==> config.mk <==
export PLATFORM = sky130hd
export DESIGN_NAME = movimenta_objetos_multi
export DESIGN_NICKNAME = d
export VERILOG_FILES = /design/src/rtl/movimenta_objetos_multi_pkg.sv /design/src/rtl/movimenta_objetos_multi_objeto_movel.sv /design/src/rtl/movimenta_objetos_multi.sv
export SDC_FILE = /design/constraint.sdc
export NUM_CORES = 1
export LEC_CHECK = 0
export ABC_AREA = 1
export CAP_MARGIN = 20
export CORE_ASPECT_RATIO = 1.25
export CORE_MARGIN = 1
export CORE_UTILIZATION = 38
export DETAILED_ROUTE_END_ITERATION = 16
export PLACE_DENSITY = 0.62
export SLEW_MARGIN = 15
export SYNTH_ARGS = -nofsm -noshare
export SYNTH_HDL_FRONTEND = slang
export SYNTH_SLANG_ARGS = --single-unit
==> constraint.sdc <==
create_clock -name clk -period 2.4 [get_ports clk]
set_input_delay 0.24 -clock clk [delete_from_list [all_inputs] [get_ports clk]]
set_output_delay 0.24 -clock clk [all_outputs]
set_load 0.005 [all_outputs]
==> src/rtl/movimenta_objetos_multi_pkg.sv <==
// Shared constants for the multi-object mover: default resolution,
// colours, palette lookup and mode encoding.
package movimenta_objetos_multi_pkg;

  localparam int H_RES_DEF = 640;
  localparam int V_RES_DEF = 480;

  // SW[2] selects how objects move
  typedef enum logic {
    MODE_MANUAL = 1'b0,
    MODE_BOUNCE = 1'b1
  } mode_e;

  typedef struct packed {
    logic [7:0] r;
    logic [7:0] g;
    logic [7:0] b;
  } rgb_t;

  localparam rgb_t RGB_BLACK = rgb_t'(24'h000000);
  localparam rgb_t RGB_BG    = rgb_t'(24'h0000FF);
  localparam rgb_t RGB_SEL   = rgb_t'(24'hFFFFFF);

  // Per-object colour; index is the object number
  function automatic rgb_t palette(input logic [1:0] idx);
    case (idx)
      2'd0:    palette = rgb_t'(24'hFF0000);
      2'd1:    palette = rgb_t'(24'h00FF00);
      2'd2:    palette = rgb_t'(24'hFFFF00);
      default: palette = rgb_t'(24'hFF00FF);
    endcase
  endfunction

endpackage

==> src/rtl/movimenta_objetos_multi_objeto_movel.sv <==
// One movable square: position/direction state, clamped stepping in
// both manual and bounce modes, and the pixel hit test.
module objeto_movel
  import movimenta_objetos_multi_pkg::*;
#(
  parameter int IDX      = 0,
  parameter int OBJ_SIZE = 50,
  parameter int STEP     = 2,
  parameter int H_RES    = H_RES_DEF,
  parameter int V_RES    = V_RES_DEF
) (
  input  logic       clk,
  input  logic       reset_n,
  input  logic       tick_i,
  input  logic       bounce_i,
  input  logic       sel_i,
  input  logic       key_rt_i,
  input  logic       key_lf_i,
  input  logic       key_up_i,
  input  logic       key_dn_i,
  input  logic [9:0] col_i,
  input  logic [8:0] row_i,
  output logic       hit_o
);

  localparam logic [10:0] XMAX   = 11'(H_RES - OBJ_SIZE);
  localparam logic [9:0]  XMAX10 = 10'(H_RES - OBJ_SIZE);
  localparam logic [9:0]  YMAX   = 10'(V_RES - OBJ_SIZE);
  localparam logic [8:0]  YMAX9  = 9'(V_RES - OBJ_SIZE);
  localparam logic [9:0]  X_RST  = 10'(20 + IDX * (OBJ_SIZE + 20));
  localparam logic [8:0]  Y_RST  = 9'd150;

  logic [9:0]  x_q, x_d;
  logic [8:0]  y_q, y_d;
  logic        dx_q, dx_d, dy_q, dy_d;

  logic [10:0] x_sum;
  logic [9:0]  y_sum;
  logic [9:0]  x_up, x_dn;
  logic [8:0]  y_up, y_dn;

  // Clamped candidate positions one step up/down on each axis
  always_comb begin
    x_sum = {1'b0, x_q} + 11'(STEP);
    y_sum = {1'b0, y_q} + 10'(STEP);
    x_up  = (x_sum > XMAX) ? XMAX10 : x_sum[9:0];
    y_up  = (y_sum > YMAX) ? YMAX9  : y_sum[8:0];
    x_dn  = (x_q < 10'(STEP)) ? '0 : x_q - 10'(STEP);
    y_dn  = (y_q < 9'(STEP))  ? '0 : y_q - 9'(STEP);
  end

  // Next position/direction; only tick cycles change anything
  always_comb begin
    x_d  = x_q;
    y_d  = y_q;
    dx_d = dx_q;
    dy_d = dy_q;
    if (tick_i) begin
      if (bounce_i) begin
        x_d = dx_q ? x_up : x_dn;
        y_d = dy_q ? y_up : y_dn;
        // landing on (or clamping to) a wall reverses that axis
        if (dx_q && (x_up == XMAX10)) dx_d = 1'b0;
        if (!dx_q && (x_dn == '0))    dx_d = 1'b1;
        if (dy_q && (y_up == YMAX9))  dy_d = 1'b0;
        if (!dy_q && (y_dn == '0))    dy_d = 1'b1;
      end else if (sel_i) begin
        // opposing buttons cancel out
        if (key_rt_i && !key_lf_i)      x_d = x_up;
        else if (key_lf_i && !key_rt_i) x_d = x_dn;
        if (key_dn_i && !key_up_i)      y_d = y_up;
        else if (key_up_i && !key_dn_i) y_d = y_dn;
      end
    end
  end

  // Position and direction registers
  always_ff @(posedge clk or negedge reset_n) begin
    if (!reset_n) begin
      x_q  <= X_RST;
      y_q  <= Y_RST;
      dx_q <= 1'b1;
      dy_q <= 1'b1;
    end else begin
      x_q  <= x_d;
      y_q  <= y_d;
      dx_q <= dx_d;
      dy_q <= dy_d;
    end
  end

  logic [10:0] x_end;
  logic [9:0]  y_end;

  // Pixel inside the square, widened so x+size cannot wrap
  always_comb begin
    x_end = {1'b0, x_q} + 11'(OBJ_SIZE);
    y_end = {1'b0, y_q} + 10'(OBJ_SIZE);
    hit_o = ({1'b0, col_i} >= {1'b0, x_q}) && ({1'b0, col_i} < x_end) &&
            ({1'b0, row_i} >= {1'b0, y_q}) && ({1'b0, row_i} < y_end);
  end

endmodule

==> src/rtl/movimenta_objetos_multi.sv <==
// Top: motion tick generator, controlled-object selection, N_OBJ
// object instances, lowest-index-wins colour mux and output register.
module movimenta_objetos_multi
  import movimenta_objetos_multi_pkg::*;
#(
  parameter int N_OBJ    = 2,
  parameter int OBJ_SIZE = 50,
  parameter int STEP     = 2,
  parameter int TICK_DIV = 833333,
  parameter int H_RES    = H_RES_DEF,
  parameter int V_RES    = V_RES_DEF
) (
  input  logic       clk,
  input  logic       reset_n,
  input  logic [9:0] col,
  input  logic [8:0] row,
  input  logic       disp_ena,
  input  logic [2:0] SW,
  input  logic [3:0] KEY,
  output logic [7:0] red,
  output logic [7:0] green,
  output logic [7:0] blue
);

  localparam int CW = $clog2(TICK_DIV);

  logic [CW-1:0] cnt_q, cnt_d;
  logic          tick;

  assign tick  = (cnt_q == CW'(TICK_DIV - 1));
  assign cnt_d = tick ? '0 : cnt_q + 1'b1;

  // Free-running motion tick divider
  always_ff @(posedge clk or negedge reset_n) begin
    if (!reset_n) cnt_q <= '0;
    else          cnt_q <= cnt_d;
  end

  mode_e            mode;
  logic [N_OBJ-1:0] sel;
  logic [N_OBJ-1:0] hit;

  assign mode = mode_e'(SW[2]);

  for (genvar i = 0; i < N_OBJ; i++) begin : g_obj
    // a selector value past N_OBJ-1 matches no instance
    assign sel[i] = (mode == MODE_MANUAL) && (SW[1:0] == 2'(i));

    objeto_movel #(
      .IDX     (i),
      .OBJ_SIZE(OBJ_SIZE),
      .STEP    (STEP),
      .H_RES   (H_RES),
      .V_RES   (V_RES)
    ) u_obj (
      .clk     (clk),
      .reset_n (reset_n),
      .tick_i  (tick),
      .bounce_i(mode == MODE_BOUNCE),
      .sel_i   (sel[i]),
      .key_rt_i(~KEY[0]),
      .key_lf_i(~KEY[1]),
      .key_up_i(~KEY[2]),
      .key_dn_i(~KEY[3]),
      .col_i   (col),
      .row_i   (row),
      .hit_o   (hit[i])
    );
  end

  rgb_t pix_d, pix_q;

  // Colour select: scan high to low so the lowest index overrides
  always_comb begin
    pix_d = RGB_BG;
    for (int i = N_OBJ - 1; i >= 0; i--) begin
      if (hit[i]) pix_d = sel[i] ? RGB_SEL : palette(2'(i));
    end
    if (!disp_ena) pix_d = RGB_BLACK;
  end

  // One-cycle registered pixel output
  always_ff @(posedge clk or negedge reset_n) begin
    if (!reset_n) pix_q <= RGB_BLACK;
    else          pix_q <= pix_d;
  end

  assign red   = pix_q.r;
  assign green = pix_q.g;
  assign blue  = pix_q.b;

endmodule

==> results of run 1 <==
## sequential cells by signal, summed over array words and instances, names as in the netlist
name and flops:
red 1, g_obj.u_obj.dy_q 2, cnt_q 20, g_obj.u_obj.dx_q 2
green 1, g_obj.u_obj.y_q 18, blue 1, g_obj.u_obj.x_q 20
## area by class of cell
class                           instances  area share
Timing Repair Buffer                  117       0.111
Clock inverter                          5     0.00934
Sequential cell                        65       0.178
Tap cell                              265      0.0359
Multi-Input combinational cell        914       0.571
Clock buffer                           11      0.0263
Inverter                              163      0.0680
## layout by cell type (no fill, tap or decap), drive strengths merged, types with 47 or more instances in the layout
cell	instances
clkdlybuf4s50	51
nand3	90
inv	159
a21oi	71
nor2	146
buf	66
ha	84
o21ai	93
nand2	304
dfrtp	47
## cell families (layout without fill, tap and decap cells)
| logic type | count (synthesis) | count (layout) | share of synthesized area |
|---|---|---|---|
| compound gates | 207 | 207 | 0.151 |
| xor+xnor | 29 | 29 | 0.0332 |
| fa+ha+maj | 84 | 84 | 0.137 |
| buf+inv | 198 | 296 | 0.113 |
| flops | 65 | 65 | 0.215 |
| simple gates | 594 | 594 | 0.350 |
## cell usage after synthesis (all sizes together), types with 10 or more instances
master	instances
ha	84
dfrtp	47
o21ai	93
inv	157
nand2	304
nor2	146
o211ai	10
buf	30
a21oi	71
nand4	19
xor2	29
nand3	90
dfstp	18
nor3	21
## per-layer routing
layer  global-route usage  routed length [um]  up-vias
li1                     -                   -     4050
met2                0.389               11200      191
met1                0.283                9920     3712
met3               0.0273                 951       47
met5                    0                   0        -
met4               0.0749                 514        0
## per-stage QoR
stage                     hold slack (ns)  std cells  worst slack, ns  utilization
final                            -0.00739       1540          -0.0622        0.471
after global routing                0.103       1540           -0.225        0.471
after CTS                          0.0596       1536          -0.0189        0.464
after detailed placement            0.430       1516          -0.0444        0.444
after floorplan                   -0.0556       1177           0.0740            -
after global placement              0.427       1516           0.0346        0.444
## where the power goes
| part | switching (uW) | leakage, uW | internal [uW] |
|---|---|---|---|
| clock | 547 | 0.000161 | 948 |
| combinational | 535 | 0.00376 | 343 |
| sequential | 26.8 | 0.000725 | 1120 |
| total | 1110 | 0.00464 | 2410 |
## what timing repair did
action                     in CTS  in global routing
buffers inserted                4                  4
pin swaps                       6                 16
gates cloned                    0                  0
setup endpoints to repair       3                  3
resized for setup              14                 20
## worst register-to-register path, delay by kind of cell, from the launching register on
family                     cells  cell delay [ns]
adders and majority gates      1             0.28
buffers and inverters          3             0.29
AOI/OAI and AO/OA              2             0.29
and+or+nand+nor               10             0.98
DFF                            1             0.54
## worst paths after layout
| kind | to | cells after the start | slack, ns | start |
|---|---|---|---|---|
| min in group clk | cnt_q[0] | 1 | 0.49 | cnt_q[0] |
| max | blue[6] | 16 | -0.06 | g_obj[0].u_obj.x_q[2] |
| max in group asynchronous | cnt_q[9] | 1 | 1.78 | reset_n |
| min | g_obj[0].u_obj.x_q[5] | 1 | -0.007 | reset_n |
| max reg2reg | blue[6] | 16 | -0.06 | g_obj[0].u_obj.x_q[2] |
| min reg2reg | cnt_q[0] | 1 | 0.49 | cnt_q[0] |
==> out/qor.csv, run 1 <==
metric,value,unit
arrival time worst endpoint,2.74,ns
pin count of the biggest net entering global routing,66,
"Primary FF master, synth",sky130_fd_sc_hd__dfrtp_1,
post-route cell area,9240,um^2
count of synthesis-stage warnings from yosys,0,
Max-Cap Viols,0,
Die Outline Area,20700,um^2
Residual DRC,0,
violated checks,"hold timing, setup timing",
overflow left after global routing,0,
overall power consumption,3520,uW
Initial DRC Count,434,
post-route setup TNS,-0.104,ns
critical path class,reg2reg,
dominant cells by area after synthesis,"sky130_fd_sc_hd__dfrtp_1, sky130_fd_sc_hd__nand2_1, sky130_fd_sc_hd__ha_1, sky130_fd_sc_hd__inv_1, sky130_fd_sc_hd__nor2_1",
Rows,57,
number of endpoints failing setup at the final stage,2,
GR Util All Layers,0.224,
Buffers & Inverters on Critical Path,3,
data required time at the worst endpoint,2.67,ns
average footprint of a synthesized cell,6.51,um^2
total wirelength of the detailed-routed design,22600,um
proportion of synthesized chip area in sequential cells,0.215,
number of antenna cells inserted,0,
Hold Path Class,in2async,
max-slew headroom at the worst pin,0.392,
Static Leakage,0.00464,uW
Cell Pwr Density,381,nW/um^2
RSZ-0062 raised after global routing,true,
most area-hungry cell type in the Yosys netlist,sky130_fd_sc_hd__dfrtp_1,
Setup WS post-layout,-0.0622,ns
Gate Count Post-Synth,1177,
routability congestion estimate from global placement,0.905,
Pre-antenna DRT Iters,5,
ordered cell list for the critical path,"buf_6, nand2_8, nor2_4, nand2_1, nand2_2, inv_1, ha_1, a21oi_1, o21a_1, nor2_1, nor2_2, buf_4, nand4_1, nor2_2, nor2_1, nor2_1",
Seq. cell area,1650,um^2
transition time at the pin with the least slew margin,0.912,ns
Die Span Y,161,um
worst supply voltage drop on vdd,0.000242,V
via count of the routed design,8000,
endpoint kind of the worst setup timing path,flop,
final count of pins violating max slew,0,
largest stage delay on the critical path,0.54,ns
TritonCTS clock tree,built,
top-level port count,53,
number of buffers inserted during clock tree synthesis,9,
maximum clock frequency,0.406,GHz
number of global-route vias before repair,7503,
ys async rst share,1.00,
area share of the largest cell type after synthesis,0.154,
area of the multi-input gates,5280,um^2
Top delay family on crit path,simple AND/OR/NAND/NOR gates,
"Top cell by count, worst path",sky130_fd_sc_hd__nor2_1,
core box area,19600,um^2
"Clk Latency, worst-skew pair",0.34,ns
first-pass GRT wire length,36500,um
number of antenna violations at the first check in global routing,0,
ratio of routed vias to standard cells,5.19,
CTS sink count,65,
Post-DRT Antenna Nets,0,
"slowest stage cell, crit path",sky130_fd_sc_hd__dfstp_2,
maximum fanout along the worst path,4,
final critical-path required period,2.46,ns
initial standard-cell utilization of the core,0.390,
number of distinct library cells after synthesis,49,
Post-synth EDFFs,0,
Layout Skew,0.00829,ns
CP Launch Type,flop,
netlist area before placement,7660,um^2
cell area reported after detailed placement,8700,um^2
Hold Slack,-0.00739,ns
number of H-tree levels,3,
layout cell share with drive strength beyond 1,0.148,
number of synthesized register bits,65,
Die W,129,um
total count of hold-check failures in the final report,3,
post-DP HPWL,18000,um
Clock Path Buffers,2,
cell chosen for the clock root,sky130_fd_sc_hd__clkbuf_16,
clock-pin slew on the worst setup and hold paths,0.06,ns
relative area change from synthesis to final layout,20.7,%
detailed-route wire length per cell,14.7,um
port buffer count,52,
cts hold-fix bufs,0,
final layout net count,1383,
total of fill cells in the finished design,2005,
final worst-path cycle share,1.03,
Post-Syn Nets,1290,
run status,"complete, but fails checks",
Note: power is estimated with default switching activity, not from simulation.
==> run 2, diff against run 1 <==
Settings changed: CAP_MARGIN 20 to 10.
==> results of run 2 <==
Final layout, timing and power as in run 1 (identical DEF).
